--- src/rtl/cla_nibble_serial_subtractor.sv ---
// Nibble-serial subtractor: diff = a - b - bin, one 4-bit borrow-lookahead
// nibble per clock, low nibble first, behind valid/ready operand and result ports.
// Optional feature macro: CLA_SUB_OVF_EN adds the registered signed-overflow output ovf.
module cla_nibble_serial_subtractor #(
    parameter int unsigned WIDTH = 16
) (
    input  logic             clk,
    input  logic             rst_n,
    input  logic             in_valid,
    output logic             in_ready,
    input  logic [WIDTH-1:0] a,
    input  logic [WIDTH-1:0] b,
    input  logic             bin,
    output logic             out_valid,
    input  logic             out_ready,
    output logic [WIDTH-1:0] diff,
    output logic             bout
`ifdef CLA_SUB_OVF_EN
    ,
    output logic             ovf
`endif
);

    localparam int unsigned NIB  = WIDTH / 4;
    localparam int unsigned IDXW = (NIB > 1) ? $clog2(NIB) : 1;
    localparam int unsigned POSW = IDXW + 2;

    typedef enum logic [1:0] {
        IDLE = 2'd0,
        RUN  = 2'd1,
        DONE = 2'd2
    } state_t;

    state_t            state_q, state_d;
    logic [WIDTH-1:0]  a_q, a_d;
    logic [WIDTH-1:0]  b_q, b_d;
    logic              br_q, br_d;
    logic [IDXW-1:0]   idx_q, idx_d;
    logic [WIDTH-1:0]  diff_q, diff_d;
    logic              bout_q, bout_d;
`ifdef CLA_SUB_OVF_EN
    logic              ovf_q, ovf_d;
`endif

    logic [POSW-1:0]   bitpos;
    logic [3:0]        nib_a, nib_b;
    logic [3:0]        nib_g, nib_p;
    logic [4:0]        nib_br;
    logic [3:0]        nib_diff;
    logic              last_nib;

    // Bit offset of the nibble currently being processed
    assign bitpos   = {idx_q, 2'b00};
    assign nib_a    = a_q[bitpos +: 4];
    assign nib_b    = b_q[bitpos +: 4];
    assign last_nib = (idx_q == IDXW'(NIB - 1));

    // Borrow-lookahead for one nibble: every internal borrow is a flat sum of products
    always_comb begin
        nib_g     = ~nib_a & nib_b;
        nib_p     = ~(nib_a ^ nib_b);
        nib_br[0] = br_q;
        nib_br[1] = nib_g[0]
                  | (nib_p[0] & br_q);
        nib_br[2] = nib_g[1]
                  | (nib_p[1] & nib_g[0])
                  | (nib_p[1] & nib_p[0] & br_q);
        nib_br[3] = nib_g[2]
                  | (nib_p[2] & nib_g[1])
                  | (nib_p[2] & nib_p[1] & nib_g[0])
                  | (nib_p[2] & nib_p[1] & nib_p[0] & br_q);
        nib_br[4] = nib_g[3]
                  | (nib_p[3] & nib_g[2])
                  | (nib_p[3] & nib_p[2] & nib_g[1])
                  | (nib_p[3] & nib_p[2] & nib_p[1] & nib_g[0])
                  | (nib_p[3] & nib_p[2] & nib_p[1] & nib_p[0] & br_q);
        nib_diff  = nib_a ^ nib_b ^ nib_br[3:0];
    end

    // Next-state and datapath update for the IDLE -> RUN -> DONE sequence
    always_comb begin
        state_d = state_q;
        a_d     = a_q;
        b_d     = b_q;
        br_d    = br_q;
        idx_d   = idx_q;
        diff_d  = diff_q;
        bout_d  = bout_q;
`ifdef CLA_SUB_OVF_EN
        ovf_d   = ovf_q;
`endif
        case (state_q)
            IDLE: begin
                if (in_valid) begin
                    a_d     = a;
                    b_d     = b;
                    br_d    = bin;
                    idx_d   = '0;
                    diff_d  = '0;
                    bout_d  = 1'b0;
`ifdef CLA_SUB_OVF_EN
                    ovf_d   = 1'b0;
`endif
                    state_d = RUN;
                end
            end
            RUN: begin
                diff_d[bitpos +: 4] = nib_diff;
                br_d                = nib_br[4];
                if (last_nib) begin
                    bout_d  = nib_br[4];
`ifdef CLA_SUB_OVF_EN
                    // Signed overflow: operand signs differ and result sign differs from a
                    ovf_d   = (a_q[WIDTH-1] ^ b_q[WIDTH-1]) & (nib_diff[3] ^ a_q[WIDTH-1]);
`endif
                    state_d = DONE;
                end else begin
                    idx_d   = IDXW'(idx_q + 1'b1);
                end
            end
            DONE: begin
                if (out_ready) begin
                    state_d = IDLE;
                end
            end
            default: begin
                state_d = IDLE;
            end
        endcase
    end

    // State and datapath registers
    always_ff @(posedge clk or negedge rst_n) begin
        if (!rst_n) begin
            state_q <= IDLE;
            a_q     <= '0;
            b_q     <= '0;
            br_q    <= 1'b0;
            idx_q   <= '0;
            diff_q  <= '0;
            bout_q  <= 1'b0;
        end else begin
            state_q <= state_d;
            a_q     <= a_d;
            b_q     <= b_d;
            br_q    <= br_d;
            idx_q   <= idx_d;
            diff_q  <= diff_d;
            bout_q  <= bout_d;
        end
    end

`ifdef CLA_SUB_OVF_EN
    // Overflow flag register
    always_ff @(posedge clk or negedge rst_n) begin
        if (!rst_n) begin
            ovf_q <= 1'b0;
        end else begin
            ovf_q <= ovf_d;
        end
    end

    assign ovf = ovf_q;
`endif

    assign in_ready  = (state_q == IDLE);
    assign out_valid = (state_q == DONE);
    assign diff      = diff_q;
    assign bout      = bout_q;

endmodule
--- config.mk ---
export PLATFORM = sky130hd
export DESIGN_NAME = cla_nibble_serial_subtractor
export DESIGN_NICKNAME = d
export VERILOG_FILES = /design/src/rtl/cla_nibble_serial_subtractor.sv
export SDC_FILE = /design/constraint.sdc
export NUM_CORES = 1
export LEC_CHECK = 0
export ABC_AREA = 1
export CELL_PAD_IN_SITES_DETAIL_PLACEMENT = 1
export CELL_PAD_IN_SITES_GLOBAL_PLACEMENT = 1
export CORE_MARGIN = 2
export CORE_UTILIZATION = 40
export DETAILED_ROUTE_END_ITERATION = 12
export HOLD_SLACK_MARGIN = 0.06
export PLACE_DENSITY_LB_ADDON = 0.08
export SLEW_MARGIN = 10
export SYNTH_ARGS = -nofsm -noshare
export SYNTH_HDL_FRONTEND = slang
export SYNTH_SLANG_ARGS = --single-unit
--- constraint.sdc ---
create_clock -name clk -period 6.1 [get_ports clk]
set_input_delay 0.915 -clock clk [delete_from_list [all_inputs] [get_ports clk]]
set_output_delay 0.915 -clock clk [all_outputs]
set_load 0.01 [all_outputs]
==> results.sh, run 1 <==
export IMPL_power_static_leakage_nw=1.609
export IMPL_synthesis_nets=362
export IMPL_clock_sinks=54
export IMPL_clkSlewWorstSetupHoldPaths_ps=110
export IMPL_num_rows=29
export IMPL_worstPathRequired_ps=6360
export IMPL_slew_violations=0
export IMPL_combinational_power_share_pct=52.4
export IMPL_antenna_diode_count=0
export IMPL_worst_hold_path_type="reg2reg"
export IMPL_power_density_mw_per_mm2=526.9
export IMPL_netSwitchingFraction_pct=45.93
export IMPL_width_of_the_chip_um=85.51
export IMPL_grt_start_max_net_pins=55
export IMPL_layout_nets=413
export IMPL_share_seq_of_total_power_pct=35.5
export IMPL_seq_area_frac_synth_pct=50.85
export IMPL_rsz0062_at_grt="no"
export IMPL_tightestPinTransition_ps=751.9
export IMPL_maxCapViolations=0
export IMPL_detailed_place_area_mm2=0.003206
export IMPL_routability_cong=0.8569
export IMPL_synth_most_common_cell="nand2_1"
export IMPL_highest_layer="met4"
export IMPL_synth_edf_count=0
export IMPL_critPathKind="reg2reg"
export IMPL_yosys_area_top_type="dfrtp_1"
export IMPL_hold_violations=0
export IMPL_floorplan_die_height_um=85.51
export IMPL_drt_met1_wl_um=3157
export IMPL_cts_root_to_sink_buffers=2
export IMPL_timing_critical_path_from_type="register"
export IMPL_cts_hold_repair_buffers=0
export IMPL_design_power_total_mw=1.737
export IMPL_critical_path_endpoint_type="register"
export IMPL_final_setup_skew_ps=16.53
export IMPL_ir_drop_mv=0.1975
export IMPL_crit_path_max_fanout=23
export IMPL_clock_insertion_delay_worst_skew_ps=310
export IMPL_route_met3_wl_um=183
export IMPL_core_mm2=0.006386
export IMPL_cts_repair_resizes=0
export IMPL_portBuffers=55
export IMPL_final_layout_size_suffix_gt1_share_pct=5.978
export IMPL_initial_antenna_violation_count=0
export IMPL_top_level_pins=56
export IMPL_synth_cells_most_frequent="nand2_1 (142), dfrtp_1 (54), inv_1 (16)"
export IMPL_cts_tree="built"
export IMPL_synth_largest_type_area_fraction_pct=50.85
export IMPL_synth_area_top_cells="dfrtp_1 (51%), nand2_1 (20%), ha_1 (3.8%)"
export IMPL_fmax_mhz=323.2
export IMPL_gr_ovfl_total=0
export IMPL_finalSetupViolCount=0
export IMPL_routed_via_density=5.081
export IMPL_detail_route_iter0_violations=91
export IMPL_detail_route_first_pass_iterations=4
export IMPL_final_fill_count=791
export IMPL_cts_repair_timing_setup_buffer_count=0
export IMPL_yosysUniqueCellTypes=27
export IMPL_routedWlPerCell_um=14.42
export IMPL_yosys_warnings=0
export IMPL_grt_first_pass_wirelength_um=10830
export IMPL_final_cell_area_mm2=0.003297
export IMPL_crit_top_cell="nand2_1"
export IMPL_routed_wl_um=6416
export IMPL_net_switching_power_of_the_design_mw=0.7979
export IMPL_met2_length_um=3008
export IMPL_post_route_min_period_ps=3094
export IMPL_floorplan_initialDensity_pct=41.61
export IMPL_grt_pass1_vias=2286
export IMPL_detailed_place_hpwl_um=4541
export IMPL_grt_total_usage_pct=18.26
export IMPL_syn_inst=316
export IMPL_timing_setup_tns_ps=0
export IMPL_power_clock_fraction_pct=12.0
export IMPL_max_stage_delay_ps=840
export IMPL_timing_critical_path_slowest_stage_cell="dfrtp_1"
export IMPL_multiInputGateArea_mm2=0.001124
export IMPL_cp_cell_sequence="inv_1 -> o21ai_0 -> o22ai_1 -> ha_1 -> a21oi_1 -> nand3b_1 -> nand2_1 -> nand2_1 -> nor2_1 -> nand2_1 -> nand2_1"
export IMPL_syn_avg_cell_area_um2=8.410
export IMPL_total_vias_in_the_final_route=2261
export IMPL_antenna_violating_nets_post_route=0
export IMPL_ff_latch_area_mm2=0.001351
export IMPL_drc_violations_left=0
export IMPL_area_growth_syn_to_layout_pct=24.06
export IMPL_status="completed"
export IMPL_design_die_area_mm2=0.007312
export IMPL_slew_headroom_pct=49.87
export IMPL_cp_arrival_ps=3350
export IMPL_min_period_over_period_pct=50.72
export IMPL_async_flop_share_pct=100.0
export IMPL_mappedNetlistArea_mm2=0.002658
export IMPL_synth_seq_cells=54
export IMPL_dominantRegCellSynth="dfrtp_1"
export IMPL_h_tree_levels=2
export IMPL_power_report_internal_total_mw=0.9394
export IMPL_cts_inserted_buffers=5
export IMPL_cts_root_buffer_cell="clkbuf_8"
## registers in the layout, summed over array words and instances (netlist names)
register and count:
state_q 2, b_q 16, bout 1, br_q 1
a_q 16, idx_q 2, diff 16
## final timing paths
kind | from | to | slack, ps | cells after the start
max in group asynchronous | rst_n | b_q[6]$_DFFE_PN0P_ | 4900 | 2
min in group asynchronous | rst_n | diff[10]$_DFFE_PN0P_ | 730 | 2
setup reg to reg | idx_q[0]$_DFFE_PN0P_ | diff[14]$_DFFE_PN0P_ | 3010 | 11
hold reg to reg | b_q[11]$_DFFE_PN0P_ | b_q[11]$_DFFE_PN0P_ | 490 | 2
hold / removal | b_q[11]$_DFFE_PN0P_ | b_q[11]$_DFFE_PN0P_ | 490 | 2
setup / recovery | idx_q[0]$_DFFE_PN0P_ | diff[14]$_DFFE_PN0P_ | 3010 | 11
## power groups by stage
stage	combinational (mW)	sequential [mW]	clock, mW
finish	0.911	0.618	0.209
floorplan	0.673	0.587	0
detailed placement	0.910	0.623	0
CTS	0.917	0.617	0.214
global placement	0.875	0.620	0
global route	1.03	0.637	0.226
## cell type report
| class | instances | area share [%] |
|---|---|---|
| inverters | 21 | 2.467 |
| multi-input cells | 229 | 34.08 |
| repair buffers | 56 | 16.77 |
| clock inverters | 1 | 0.1518 |
| clock buffers | 7 | 2.619 |
| flip-flops and latches | 54 | 40.99 |
| well taps | 77 | 2.922 |
## metal layers
metal / global-route usage (%) / vias up
met5: 0 / -
met4: 4.618 / 0
met3: 2.406 / 8
met2: 29.90 / 49
met1: 25.81 / 1093
li1: - / 1111
## metrics by stage
stage                     worst slack [ps]  instances  hold WS, ps  util (%)
after floorplan                       4115        316        443.6         -
after global placement                3224        437        464.3     50.20
after detailed placement              3060        437        471.5     50.20
after CTS                             3035        445        496.1     51.63
after global routing                  2721        445        515.4     51.63
final                                 3006        445        488.6     51.63
## cells by family (layout without fill, tap and decap cells)
family          count (synthesis)  after routing  share of synthesized area, %
simple gates                  179            179                         28.44
flops                          54             54                         50.85
compound gates                 40             40                         8.992
buf+inv                        33             85                         6.874
xor+xnor                        1              1                        0.3296
fa+ha+maj                       9              9                         4.520
## cells in the final DEF, fill, tap and decap left out, drive strengths merged, types with 4 or more instances in the layout
cell type | synthesis | layout
o22ai | 6 | 6
nand2 | 145 | 145
nand4 | 5 | 5
a21oi | 5 | 5
o21ai | 22 | 22
a32o | 4 | 4
nand3 | 11 | 11
dfrtp | 54 | 54
inv | 21 | 21
clkbuf | 2 | 7
ha | 8 | 8
clkdlybuf4s50 | 0 | 54
nor2 | 16 | 16
## worst max-delay path, delay by kind of cell (launching register included)
kind | cells | cell delay, ps
fa+ha+maj | 1 | 370
buf+inv | 1 | 560
simple gates | 6 | 620
flops | 1 | 840
compound gates | 3 | 660
Power figures use the tool's default switching activity.
==> inputs of run 2 (changes only) <==
- CORE_UTILIZATION: 40 -> 34
- clock period: 6.1 -> 2.6 ns (I/O delays scaled with it)
==> results.sh, run 2 (synthesis results as in run 1) <==
export IMPL_status="completed"
export IMPL_top_level_pins=56
export IMPL_reg2reg_slack_ps=340
export IMPL_clock_insertion_delay_worst_skew_ps=310
export IMPL_routed_via_density=4.692
export IMPL_ir_drop_mv=0.3577
export IMPL_cts_root_buffer_cell="clkbuf_8"
export IMPL_maxCapViolations=0
export IMPL_detailed_place_hpwl_um=4867
export IMPL_cts_root_to_sink_buffers=2
export IMPL_drc_violations_left=0
export IMPL_routedWlPerCell_um=13.60
export IMPL_clock_sinks=54
export IMPL_routability_cong=0.7660
export IMPL_tightestPinTransition_ps=639.6
export IMPL_initial_antenna_violation_count=0
export IMPL_layout_common_cells="nand2_1 (142), dfrtp_1 (54), clkdlybuf4s50_1 (54), inv_1 (16), o21ai_0 (15)"
export IMPL_critPathKind="reg2reg"
export IMPL_cts_inserted_buffers=5
export IMPL_critPathLaunch="idx_q[1]$_DFFE_PN0P_"
export IMPL_slew_headroom_pct=57.36
export IMPL_final_fill_count=909
export IMPL_min_period_over_period_pct=86.80
export IMPL_cts_hold_repair_buffers=0
export IMPL_timing_setup_tns_ps=0
export IMPL_grt_total_usage_pct=16.10
export IMPL_layout_nets=417
export IMPL_post_route_min_period_ps=2257
export IMPL_cts_repair_timing_setup_buffer_count=0
export IMPL_grt_pass1_vias=2259
export IMPL_detail_route_iter0_violations=65
export IMPL_portBuffers=55
export IMPL_design_die_area_mm2=0.008540
export IMPL_floorplan_initialDensity_pct=34.75
export IMPL_end_of_flow_core_utilization_pct=44.08
export IMPL_total_vias_in_the_final_route=2224
export IMPL_detailed_place_area_mm2=0.003279
export IMPL_cp_arrival_ps=2460
export IMPL_grt_first_pass_wirelength_um=10980
export IMPL_num_rows=32
export IMPL_finalSetupViolCount=0
export IMPL_h_tree_levels=2
export IMPL_final_setup_skew_ps=11.18
export IMPL_grt_start_max_net_pins=34
export IMPL_crit_reg2reg_launch="idx_q[1]$_DFFE_PN0P_"
export IMPL_detail_route_first_pass_iterations=4
export IMPL_final_cell_area_mm2=0.003371
export IMPL_antenna_violating_nets_post_route=0
export IMPL_rsz0062_at_grt="no"
export IMPL_worst_hold_path_type="in2async"
export IMPL_core_mm2=0.007647
export IMPL_clkSlewWorstSetupHoldPaths_ps=100
export IMPL_final_layout_size_suffix_gt1_share_pct=6.989
export IMPL_power_density_mw_per_mm2=1207
export IMPL_antenna_diode_count=0
export IMPL_cts_repair_resizes=0
export IMPL_slew_violations=0
export IMPL_area_growth_syn_to_layout_pct=26.84
export IMPL_cts_tree="built"
export IMPL_hold_violations=0
export IMPL_gr_ovfl_total=0
export IMPL_power_static_leakage_nw=1.633
export IMPL_crit_path_max_fanout=15
export IMPL_critical_path_endpoint_type="register"
export IMPL_routed_wl_um=6448
export IMPL_width_of_the_chip_um=92.41
export IMPL_commonest_non_fill_non_tap_cell_in_the_layout="nand2_1"
export IMPL_floorplan_die_height_um=92.41
export IMPL_worstPathRequired_ps=2800
export IMPL_timing_critical_path_from_type="register"
export IMPL_fmax_mhz=443.1
run 2: cell count changes in the layout (fill, tap and decap cells not counted):
cell | previous run | this run
buf_12 | 0 | 1
buf_4 | 1 | 4
run 2: worst paths after layout:
path,endpoint,cells after the start
worst max-delay path,diff[7]$_DFFE_PN0P_,12
max in group asynchronous,b_q[13]$_DFFE_PN0P_,2
min in group clk,b_q[8]$_DFFE_PN0P_,2
worst min-delay path,a_q[8]$_DFFE_PN0P_,1
worst min register to register,b_q[8]$_DFFE_PN0P_,2
worst max register to register,diff[7]$_DFFE_PN0P_,12
run 2: critical path: stages (launching register included):
cell and delay [ps]:
dfrtp_1 450, inv_1 350, a21oi_1 80, a32o_1 240, ha_1 360, nand2_1 90, nor2_1 40, nor2_1 110
nand2_1 60, nand2_1 70, nand2_1 100, nand4_1 130, nand2_1 60
run 2: area by class of cell:
class	instances	area [µm²]	area share [%]
flip-flops and latches	54	1351	40.09
clock buffers	7	86.33	2.561
multi-input cells	229	1124	33.33
clock inverters	1	5.005	0.1485
repair buffers	60	595.6	17.67
inverters	21	81.33	2.413
well taps	102	127.6	3.786
run 2: report_power, final:
part           switching [mW]  internal [mW]
clock network           0.274          0.216
registers               0.224           1.18
logic                    1.33          0.846
run 2: routing by layer:
layer,vias up,routed length [µm],global-route usage [%]
met3,5,205,2.441
met4,0,70,4.104
met2,41,3033,26.82
met1,1061,3138,22.03
met5,-,0,0
li1,1117,-,-
run 2: metrics by stage:
step	std cells	worst slack (ps)	hold WS (ps)	power, mW
5_1_grt	474	95.07	142.8	4.483
4_1_cts	474	323.8	110.3	4.150
3_3_place_gp	466	401.4	448.4	3.595
6_report	474	343.2	89.73	4.070
2_1_floorplan	316	614.5	94.41	2.955
3_5_place_dp	466	351.3	452.7	3.639
